**config.mk**
```make
export PLATFORM = sky130hd
export DESIGN_NAME = uart_serializer
export DESIGN_NICKNAME = d
export VERILOG_FILES = /design/src/rtl/uart_serializer.sv
export SDC_FILE = /design/constraint.sdc
export NUM_CORES = 1
export LEC_CHECK = 0
export BUFFER_PORTS_ARGS = -buffer_cell sky130_fd_sc_hd__buf_4
export CORE_MARGIN = 2
export CORE_UTILIZATION = 57
export CTS_BUF_LIST = sky130_fd_sc_hd__clkbuf_16
export CTS_CLUSTER_DIAMETER = 30
export DETAILED_ROUTE_END_ITERATION = 10
export HOLD_SLACK_MARGIN = 0.03
export MAX_ROUTING_LAYER = met4
export PLACE_DENSITY = 0.82
export SETUP_SLACK_MARGIN = 0.5
export SYNTH_ARGS = -nofsm -noshare
export SYNTH_HDL_FRONTEND = slang
export SYNTH_SLANG_ARGS = --single-unit
```
**constraint.sdc**
```tcl
create_clock -name clk -period 2.4 [get_ports clk]
set_input_delay 0.48 -clock clk [delete_from_list [all_inputs] [get_ports clk]]
set_output_delay 0.48 -clock clk [all_outputs]
set_load 0.03 [all_outputs]
```
**src/rtl/uart_serializer.sv**
```systemverilog
// uart_serializer
// Frame-level UART transmitter. One word is accepted per valid/ready
// handshake and sent LSB-first as start, data, optional parity and stop bits.
//
// Ports:
//   clk          system clock
//   rst          asynchronous reset, active low
//   data_tx      word to send, sampled only on the accepting edge
//   valid_in     data_tx is valid
//   ready_out    block can accept a word this cycle (IDLE)
//   uart_out     registered serial line, idle high
//   busy         a frame is in progress
//   baud_trigger one-cycle pulse on the last clock of every bit period
//
// state    | meaning
// ---------+---------------------------------------------
// S_IDLE   | line high, waiting for a handshake
// S_START  | start bit (low)
// S_DATA   | data bits, shift register bit 0 on the line
// S_PARITY | parity bit (only when parity is enabled)
// S_STOP   | stop bit(s), high
module uart_serializer #(
  parameter int CLKS_PER_BIT = 434,
  parameter int BITS_N       = 8,
  parameter int PARITY_TYPE  = 0,
  parameter int STOP_BITS    = 1
) (
  input  logic              clk,
  input  logic              rst,
  input  logic [BITS_N-1:0] data_tx,
  input  logic              valid_in,
  output logic              ready_out,
  output logic              uart_out,
  output logic              busy,
  output logic              baud_trigger
);

  if (CLKS_PER_BIT < 2) begin : g_bad_clks
    $fatal(1, "uart_serializer: CLKS_PER_BIT must be >= 2");
  end
  if (BITS_N < 5 || BITS_N > 9) begin : g_bad_bits
    $fatal(1, "uart_serializer: BITS_N must be 5..9");
  end
  if (PARITY_TYPE < 0 || PARITY_TYPE > 2) begin : g_bad_parity
    $fatal(1, "uart_serializer: PARITY_TYPE must be 0, 1 or 2");
  end
  if (STOP_BITS != 1 && STOP_BITS != 2) begin : g_bad_stop
    $fatal(1, "uart_serializer: STOP_BITS must be 1 or 2");
  end

  localparam int CNT_W = $clog2(CLKS_PER_BIT);
  // One extra index bit lets the same counter walk the two stop bits.
  localparam int IDX_W = $clog2(BITS_N) + ((STOP_BITS == 2) ? 1 : 0);

  localparam logic [CNT_W-1:0] CNT_LAST  = CNT_W'(CLKS_PER_BIT - 1);
  localparam logic [IDX_W-1:0] DATA_LAST = IDX_W'(BITS_N - 1);
  localparam logic [IDX_W-1:0] STOP_LAST = IDX_W'(STOP_BITS - 1);

  typedef enum logic [2:0] {
    S_IDLE,
    S_START,
    S_DATA,
    S_PARITY,
    S_STOP
  } state_t;

  state_t            state, state_nxt;
  logic [CNT_W-1:0]  baud_cnt;
  logic [IDX_W-1:0]  bit_idx, bit_idx_nxt;
  logic [BITS_N-1:0] shift_reg, shift_nxt;
  logic              parity_bit, parity_nxt;
  logic              line_nxt;
  logic              accept;
  logic              bit_end;

  assign ready_out    = (state == S_IDLE);
  assign busy         = !ready_out;
  assign accept       = valid_in && ready_out;
  assign bit_end      = (state != S_IDLE) && (baud_cnt == CNT_LAST);
  assign baud_trigger = bit_end;

  always_ff @(posedge clk or negedge rst) begin
    if (!rst) begin
      state      <= S_IDLE;
      baud_cnt   <= '0;
      bit_idx    <= '0;
      shift_reg  <= '0;
      parity_bit <= 1'b0;
      uart_out   <= 1'b1;
    end else begin
      state      <= state_nxt;
      bit_idx    <= bit_idx_nxt;
      shift_reg  <= shift_nxt;
      parity_bit <= parity_nxt;
      // Line is registered from the current state, so it trails the state
      // by one clock and the start bit appears one edge after acceptance.
      uart_out   <= line_nxt;
      if (state == S_IDLE || bit_end) begin
        baud_cnt <= '0;
      end else begin
        baud_cnt <= baud_cnt + 1'b1;
      end
    end
  end

  always_comb begin
    state_nxt   = state;
    bit_idx_nxt = bit_idx;
    shift_nxt   = shift_reg;
    parity_nxt  = parity_bit;
    line_nxt    = 1'b1;
    case (state)
      S_IDLE: begin
        if (accept) begin
          shift_nxt   = data_tx;
          parity_nxt  = (PARITY_TYPE == 1) ? ~^data_tx : ^data_tx;
          bit_idx_nxt = '0;
          state_nxt   = S_START;
        end
      end
      S_START: begin
        line_nxt = 1'b0;
        if (bit_end) state_nxt = S_DATA;
      end
      S_DATA: begin
        line_nxt = shift_reg[0];
        if (bit_end) begin
          shift_nxt = shift_reg >> 1;
          if (bit_idx == DATA_LAST) begin
            bit_idx_nxt = '0;
            state_nxt   = (PARITY_TYPE != 0) ? S_PARITY : S_STOP;
          end else begin
            bit_idx_nxt = bit_idx + 1'b1;
          end
        end
      end
      S_PARITY: begin
        line_nxt = parity_bit;
        if (bit_end) state_nxt = S_STOP;
      end
      S_STOP: begin
        line_nxt = 1'b1;
        if (bit_end) begin
          if (bit_idx == STOP_LAST) begin
            bit_idx_nxt = '0;
            state_nxt   = S_IDLE;
          end else begin
            bit_idx_nxt = bit_idx + 1'b1;
          end
        end
      end
      default: state_nxt = S_IDLE;
    endcase
  end

endmodule

```
==> results of run 1 <==
[layer usage]
metal	GRT usage	vias up	wire length (µm)
met2	0.372	26	1540
met4	0.107	0	45
met5	-	-	0
li1	-	502	-
met1	0.273	523	1180
met3	0.0472	5	120
[final timing paths]
check / cells past startpoint / end / start
min in group clk: 1 / baud_cnt[0] / baud_cnt[0]
worst max-delay path: 6 / baud_trigger / baud_cnt[1]
worst min-delay path: 1 / bit_idx[1] / rst
max in group asynchronous: 1 / uart_out / rst
worst max register to register: 5 / shift_reg[5] / baud_cnt[6]
worst min register to register: 1 / baud_cnt[0] / baud_cnt[0]
[power by group]
part / leakage, nW / internal (W) / switching, W
clock: 0.0423 / 0.000223 / 0.000142
combinational: 0.414 / 0.000150 / 0.000138
sequential: 0.303 / 0.000524 / 0.0000752
[layout make-up]
| type | count | area, µm² |
|---|---|---|
| inverter | 8 | 30.0 |
| clock buffer | 3 | 75.1 |
| clock inverter | 1 | 3.75 |
| sequential | 25 | 633 |
| multi-input combinational | 96 | 759 |
| tap | 30 | 37.5 |
| fill | 174 | 687 |
| timing repair buffer | 24 | 184 |
[stage by stage]
step           std cells  total power (W)  worst slack, ps  hold slack (ps)  instance area, µm²
3_5_place_dp         173         0.000864              431              397                1540
5_1_grt              187          0.00133              460              137                1720
2_1_floorplan        133         0.000781              565              184                1410
3_3_place_gp         173         0.000846              492              397                1540
4_1_cts              181          0.00124              489              119                1660
6_report             187          0.00125              536              110                1720
[cell usage in the layout, fill, tap and decap left out, types with 2 or more instances in the layout]
master                      Yosys  routed
sky130_fd_sc_hd__buf_4          1      23
sky130_fd_sc_hd__dfrtp_1       24      19
sky130_fd_sc_hd__nor2_1        18      16
sky130_fd_sc_hd__mux2_2        13      12
sky130_fd_sc_hd__xnor2_1       11      11
sky130_fd_sc_hd__inv_1          8       8
sky130_fd_sc_hd__nand2_1        6       5
sky130_fd_sc_hd__ha_1           5       5
sky130_fd_sc_hd__dfrtp_2        0       5
sky130_fd_sc_hd__a21oi_1        4       4
sky130_fd_sc_hd__xor2_1         4       4
sky130_fd_sc_hd__nand3_1        4       4
sky130_fd_sc_hd__mux2i_1        4       4
sky130_fd_sc_hd__clkbuf_16      0       3
sky130_fd_sc_hd__nor2_4         0       2
sky130_fd_sc_hd__nor3_1         2       2
sky130_fd_sc_hd__nand2b_1       2       2
[cell families after synthesis]
group | count (synthesis) | share of synthesized area
compound gates | 15 | 0.0843
simple gates | 44 | 0.166
fa+ha+maj | 5 | 0.0444
xor+xnor | 15 | 0.0932
mux | 17 | 0.132
flops | 25 | 0.445
buf+inv | 12 | 0.0355
[critical path, cell delays in order, from the launching register on]
cell and delay [ps]:
sky130_fd_sc_hd__dfrtp_1 390, sky130_fd_sc_hd__inv_1 60, sky130_fd_sc_hd__ha_1 150, sky130_fd_sc_hd__and4_4 220, sky130_fd_sc_hd__nand2_2 70, sky130_fd_sc_hd__nor2_4 100
sky130_fd_sc_hd__buf_6 130
[timing repair]
action | in CTS | in global routing
pin swaps | 2 | 4
resized for setup | 8 | 7
buffers inserted | 4 | 6
endpoints found under the setup margin | 9 | 8
==> impl_metrics.xml, run 1 <==
<?xml version="1.0" encoding="UTF-8"?>
<metrics>
  <group name="yosys">
    <metric name="yosysSeqAreaShare" unit="">0.445</metric>
    <metric name="synthDominantAreaCellType" unit="">sky130_fd_sc_hd__dfrtp_1</metric>
    <metric name="synth.most_common_cell" unit="">sky130_fd_sc_hd__dfrtp_1</metric>
    <metric name="synthTopCellsByCount" unit="">sky130_fd_sc_hd__dfrtp_1 (24), sky130_fd_sc_hd__nor2_1 (18), sky130_fd_sc_hd__mux2_2 (13)</metric>
    <metric name="synthDistinctLibCells" unit="">40</metric>
    <metric name="ys.warnings.count" unit="">0</metric>
    <metric name="synthFlopType" unit="">sky130_fd_sc_hd__dfrtp_1</metric>
    <metric name="synth_top_cells_by_area" unit="">sky130_fd_sc_hd__dfrtp_1 (43%), sky130_fd_sc_hd__mux2_2 (10%), sky130_fd_sc_hd__xnor2_1 (6.8%)</metric>
    <metric name="syn-num-nets" unit="">149</metric>
    <metric name="postSynth.asyncResetShare" unit="">1.00</metric>
    <metric name="synth.cell_area" unit="mm²">0.00141</metric>
    <metric name="avgSynthCellArea" unit="µm²">10.6</metric>
    <metric name="synth_edf_count" unit="">0</metric>
    <metric name="postSynthRegisterBits" unit="">25</metric>
    <metric name="synth_top_area_frac" unit="">0.426</metric>
    <metric name="post_synth_inst_count" unit="">133</metric>
  </group>
  <group name="worst_setup_path">
    <metric name="setup_slack_of_the_worst_register_to_register_path" unit="ps">560</metric>
    <metric name="critPathLaunchType" unit="">flip-flop</metric>
    <metric name="worstSetupPathType" unit="">reg -&gt; out</metric>
    <metric name="critical_path.endpoint_type" unit="">output port</metric>
    <metric name="crit_required" unit="ps">1920</metric>
    <metric name="worst-endpoint-arrival" unit="ps">1380</metric>
    <metric name="crit_path_max_fanout" unit="">3</metric>
  </group>
  <group name="timing">
    <metric name="tightestPinTransition" unit="ps">380</metric>
    <metric name="max_slew_headroom" unit="">0.747</metric>
    <metric name="final_report_setup_violation_count" unit="">0</metric>
    <metric name="timing.final.crit_share" unit="">0.777</metric>
    <metric name="timing.clock.skew" unit="ps">2.55</metric>
    <metric name="report.final.hold_viol_count" unit="">0</metric>
    <metric name="grt_setup_unrepaired" unit="">yes</metric>
    <metric name="summed_negative_setup_slack_over_all_endpoints" unit="ps">0</metric>
    <metric name="fmax" unit="MHz">536</metric>
    <metric name="finalMaxSlewViolations" unit="">0</metric>
    <metric name="finalWorstPathRequiredPeriod" unit="ps">1860</metric>
  </group>
  <group name="detailed_routing">
    <metric name="wl_per_cell" unit="µm">15.4</metric>
    <metric name="final_antenna_net_count" unit="">0</metric>
    <metric name="drt-pass1-iter-count" unit="">4</metric>
    <metric name="detailroute.via_count" unit="">1056</metric>
    <metric name="drt-total-wl" unit="mm">2.89</metric>
    <metric name="post-route-drc-count" unit="">0</metric>
    <metric name="post_drt_via_cell_ratio" unit="">5.65</metric>
    <metric name="drc_marker_count_from_the_first_detailed_route_iteration" unit="">21</metric>
  </group>
  <group name="layout">
    <metric name="antenna_cells" unit="">0</metric>
    <metric name="final_nets" unit="">174</metric>
    <metric name="post-route-util" unit="">0.715</metric>
    <metric name="largest_reg_flops" unit="">9</metric>
    <metric name="drive_gt1_frac" unit="">0.369</metric>
    <metric name="flow.area_growth_from_synthesis" unit="%">22.2</metric>
  </group>
  <group name="clocking">
    <metric name="cts_hold_repair.buffers" unit="">0</metric>
    <metric name="ctsHtreeMaxLevel" unit="">1</metric>
    <metric name="cts_tree" unit="">done</metric>
    <metric name="clock-root-buffer" unit="">sky130_fd_sc_hd__clkbuf_16</metric>
    <metric name="cts-buffers-inserted" unit="">3</metric>
    <metric name="worst_setup_hold_path_clk_slew" unit="ps">60</metric>
    <metric name="cts.sink_count" unit="">25</metric>
    <metric name="clock_latency" unit="ps">260</metric>
    <metric name="clock_tree.buffer_depth" unit="">2</metric>
  </group>
  <group name="run">
    <metric name="maxCapViolCount" unit="">0</metric>
  </group>
  <group name="die">
    <metric name="initial_core_util" unit="">0.585</metric>
    <metric name="boundaryPins" unit="">15</metric>
    <metric name="die_width" unit="µm">53.7</metric>
    <metric name="die_height" unit="µm">53.7</metric>
    <metric name="floorplan.rows" unit="">18</metric>
    <metric name="design.die.area" unit="mm²">0.00289</metric>
    <metric name="coreArea" unit="mm²">0.00241</metric>
  </group>
  <group name="placed_design">
    <metric name="portBuffers" unit="">14</metric>
    <metric name="gp_congestion" unit="">0.827</metric>
    <metric name="hpwlAfterDp" unit="mm">1.93</metric>
  </group>
  <group name="power_and_ir_drop">
    <metric name="powerDensity" unit="mW/mm²">727</metric>
    <metric name="ir_worst_vdd" unit="mV">0.563</metric>
    <metric name="cellLeakagePower" unit="nW">0.760</metric>
  </group>
  <group name="global_route">
    <metric name="grt_max_degree" unit="">26</metric>
    <metric name="grt_first_pass_wirelength" unit="mm">4.53</metric>
    <metric name="antenna_found_initial" unit="">0</metric>
    <metric name="grt_remaining_overflow" unit="">0</metric>
    <metric name="first_global_vias" unit="">1027</metric>
    <metric name="grtUsageTotal" unit="">0.229</metric>
  </group>
  <group name="hold_path">
    <metric name="min-delay-path-class" unit="">in -&gt; async</metric>
  </group>
  <group name="status">
    <metric name="run_status" unit="">finished clean</metric>
  </group>
</metrics>
No activity file was read; power rests on OpenSTA's default activity.
==> run 2, diff against run 1 <==
Settings changed: CORE_UTILIZATION 57 to 52, PLACE_DENSITY 0.82 to 0.79.
Clock period 2.4 ns to 1.7 ns, I/O delays scaled along.
==> impl_metrics.xml, run 2 (synthesis gave the netlist of run 1 again) <==
<?xml version="1.0" encoding="UTF-8"?>
<metrics>
  <group name="status">
    <metric name="run_status" unit="">finished with violations</metric>
    <metric name="failed_checks" unit="">setup timing</metric>
  </group>
  <group name="die">
    <metric name="die_height" unit="µm">56.1</metric>
    <metric name="die_width" unit="µm">56.1</metric>
    <metric name="initial_core_util" unit="">0.559</metric>
    <metric name="design.die.area" unit="mm²">0.00314</metric>
    <metric name="boundaryPins" unit="">15</metric>
    <metric name="floorplan.rows" unit="">18</metric>
    <metric name="coreArea" unit="mm²">0.00252</metric>
  </group>
  <group name="detailed_routing">
    <metric name="drt-pass1-iter-count" unit="">4</metric>
    <metric name="wl_per_cell" unit="µm">18.1</metric>
    <metric name="drt-total-wl" unit="mm">3.88</metric>
    <metric name="final_antenna_net_count" unit="">0</metric>
    <metric name="post_drt_via_cell_ratio" unit="">5.53</metric>
    <metric name="drc_marker_count_from_the_first_detailed_route_iteration" unit="">52</metric>
    <metric name="post-route-drc-count" unit="">0</metric>
    <metric name="detailroute.via_count" unit="">1183</metric>
  </group>
  <group name="run">
    <metric name="maxCapViolCount" unit="">0</metric>
  </group>
  <group name="worst_setup_path">
    <metric name="cp_cell_sequence" unit="">inv_1 &gt; ha_1 &gt; and4_4 &gt; buf_6 &gt; nand2_4 &gt; nor2_4 &gt; buf_6</metric>
    <metric name="critPathLaunchType" unit="">flip-flop</metric>
    <metric name="worst-endpoint-arrival" unit="ps">1460</metric>
    <metric name="crit_path_max_fanout" unit="">2</metric>
    <metric name="worstSetupPathType" unit="">reg -&gt; out</metric>
    <metric name="critical_path.endpoint_type" unit="">output port</metric>
    <metric name="path_common_cell" unit="">sky130_fd_sc_hd__buf_6</metric>
    <metric name="cpPeakStageDelay" unit="ps">390</metric>
    <metric name="crit_required" unit="ps">1360</metric>
    <metric name="critPathSlowestCell" unit="">sky130_fd_sc_hd__dfrtp_1</metric>
  </group>
  <group name="clocking">
    <metric name="cts_tree" unit="">done</metric>
    <metric name="ctsHtreeMaxLevel" unit="">1</metric>
    <metric name="worst_setup_hold_path_clk_slew" unit="ps">60</metric>
    <metric name="cts-buffers-inserted" unit="">3</metric>
    <metric name="clock-root-buffer" unit="">sky130_fd_sc_hd__clkbuf_16</metric>
    <metric name="clock_latency" unit="ps">260</metric>
    <metric name="clock_tree.buffer_depth" unit="">2</metric>
    <metric name="cts.sink_count" unit="">25</metric>
  </group>
  <group name="layout">
    <metric name="post-route-util" unit="">0.850</metric>
    <metric name="final_nets" unit="">201</metric>
    <metric name="antenna_cells" unit="">0</metric>
    <metric name="layout.cells.most_common" unit="">sky130_fd_sc_hd__buf_4</metric>
    <metric name="drive_gt1_frac" unit="">0.516</metric>
    <metric name="design_area" unit="mm²">0.00214</metric>
    <metric name="flow.area_growth_from_synthesis" unit="%">52.1</metric>
    <metric name="largest_reg_flops" unit="">9</metric>
    <metric name="commonest_cells_after_routing_fill_and_taps_aside" unit="">sky130_fd_sc_hd__buf_4 (38), sky130_fd_sc_hd__dfrtp_1 (23), sky130_fd_sc_hd__nor2_1 (14)</metric>
    <metric name="fillerInstances" unit="">125</metric>
  </group>
  <group name="power_and_ir_drop">
    <metric name="ir_worst_vdd" unit="mV">0.931</metric>
    <metric name="total_power" unit="W">0.00202</metric>
    <metric name="powerDensity" unit="mW/mm²">943</metric>
    <metric name="cellLeakagePower" unit="nW">0.964</metric>
  </group>
  <group name="global_route">
    <metric name="grt_first_pass_wirelength" unit="mm">6.02</metric>
    <metric name="grt_remaining_overflow" unit="">0</metric>
    <metric name="grtUsageTotal" unit="">0.264</metric>
    <metric name="antenna_found_initial" unit="">0</metric>
    <metric name="grt_max_degree" unit="">26</metric>
    <metric name="first_global_vias" unit="">1268</metric>
  </group>
  <group name="timing">
    <metric name="timing.final.crit_share" unit="">1.06</metric>
    <metric name="grt_setup_unrepaired" unit="">yes</metric>
    <metric name="hold_slack" unit="ps">412</metric>
    <metric name="fmax" unit="MHz">555</metric>
    <metric name="tightestPinTransition" unit="ps">367</metric>
    <metric name="report.final.hold_viol_count" unit="">0</metric>
    <metric name="summed_negative_setup_slack_over_all_endpoints" unit="ps">-387</metric>
    <metric name="final_report_setup_violation_count" unit="">10</metric>
    <metric name="finalMaxSlewViolations" unit="">0</metric>
    <metric name="postLayoutSetupSlackWorst" unit="ps">-103</metric>
    <metric name="finalWorstPathRequiredPeriod" unit="ps">1800</metric>
    <metric name="timing.clock.skew" unit="ps">3.64</metric>
    <metric name="max_slew_headroom" unit="">0.754</metric>
  </group>
  <group name="hold_path">
    <metric name="min-delay-path-class" unit="">in -&gt; reg</metric>
  </group>
  <group name="placed_design">
    <metric name="gp_congestion" unit="">0.908</metric>
    <metric name="portBuffers" unit="">14</metric>
    <metric name="hpwlAfterDp" unit="mm">2.14</metric>
    <metric name="placed_cell_area" unit="mm²">0.00171</metric>
  </group>
</metrics>
run 2: changes by cell type in the layout (fill, tap and decap cells not counted), moves of 4 or more:
cell	previous run	this run
sky130_fd_sc_hd__buf_4	23	38
sky130_fd_sc_hd__mux2_2	12	1
sky130_fd_sc_hd__mux2_4	1	12
sky130_fd_sc_hd__buf_6	1	10
sky130_fd_sc_hd__dfrtp_1	19	23
sky130_fd_sc_hd__dfrtp_2	5	1
run 2: metrics by stage:
stage | cells | worst slack (ps)
detailed placement | 188 | 17.7
CTS | 204 | -94.4
finish | 214 | -103
global placement | 188 | 70.6
global route | 214 | -157
floorplan | 133 | 66.5
run 2: path summary, 6_finish.rpt:
check | endpoint | depth (start not counted) | slack, ps | from
max reg2reg | shift_reg[5] | 5 | -50 | baud_cnt[6]
min reg2reg | shift_reg[6] | 1 | 540 | shift_reg[6]
min in group asynchronous | state[2] | 2 | 520 | rst
min | shift_reg[0] | 3 | 410 | data_tx[0]
max | baud_trigger | 7 | -100 | baud_cnt[1]
max in group asynchronous | uart_out | 2 | 880 | rst
run 2: routing by layer:
layer | GRT usage | vias to the layer above | wire [µm]
li1 | - | 553 | -
met1 | 0.292 | 603 | 1540
met2 | 0.450 | 20 | 2140
met3 | 0.0512 | 7 | 104
met4 | 0.133 | 0 | 92
met5 | - | - | 0
run 2: final cells by class:
class | count | area [µm²] | share of cell area
Sequential cell | 25 | 628 | 0.293
Clock buffer | 3 | 75.1 | 0.0350
Clock inverter | 1 | 3.75 | 0.00175
Inverter | 8 | 32.5 | 0.0152
Timing Repair Buffer | 51 | 448 | 0.209
Multi-Input combinational cell | 96 | 920 | 0.429
Tap cell | 30 | 37.5 | 0.0175
run 2: critical path, delay by kind of cell, from the launching register on:
kind	cells	cell delay, ps
adders and majority gates	1	130
and+or+nand+nor	3	370
DFF	1	390
buffers and inverters	3	310
run 2: power by group:
| part | switching [W] | internal (W) | total [W] | leakage, nW |
|---|---|---|---|---|
| sequential | 0.000108 | 0.000739 | 0.000847 | 0.308 |
| combinational | 0.000281 | 0.000365 | 0.000646 | 0.613 |
| clock | 0.000216 | 0.000315 | 0.000531 | 0.0423 |
| total | 0.000605 | 0.00142 | 0.00202 | 0.964 |
run 2: repair_timing:
action | CTS | global route
resized for setup | 30 | 10
hold endpoints to repair | 24 | 0
hold buffers | 1 | 0
endpoints found under the setup margin | 28 | 29
pin swaps | 11 | 10
setup buffers | 11 | 10
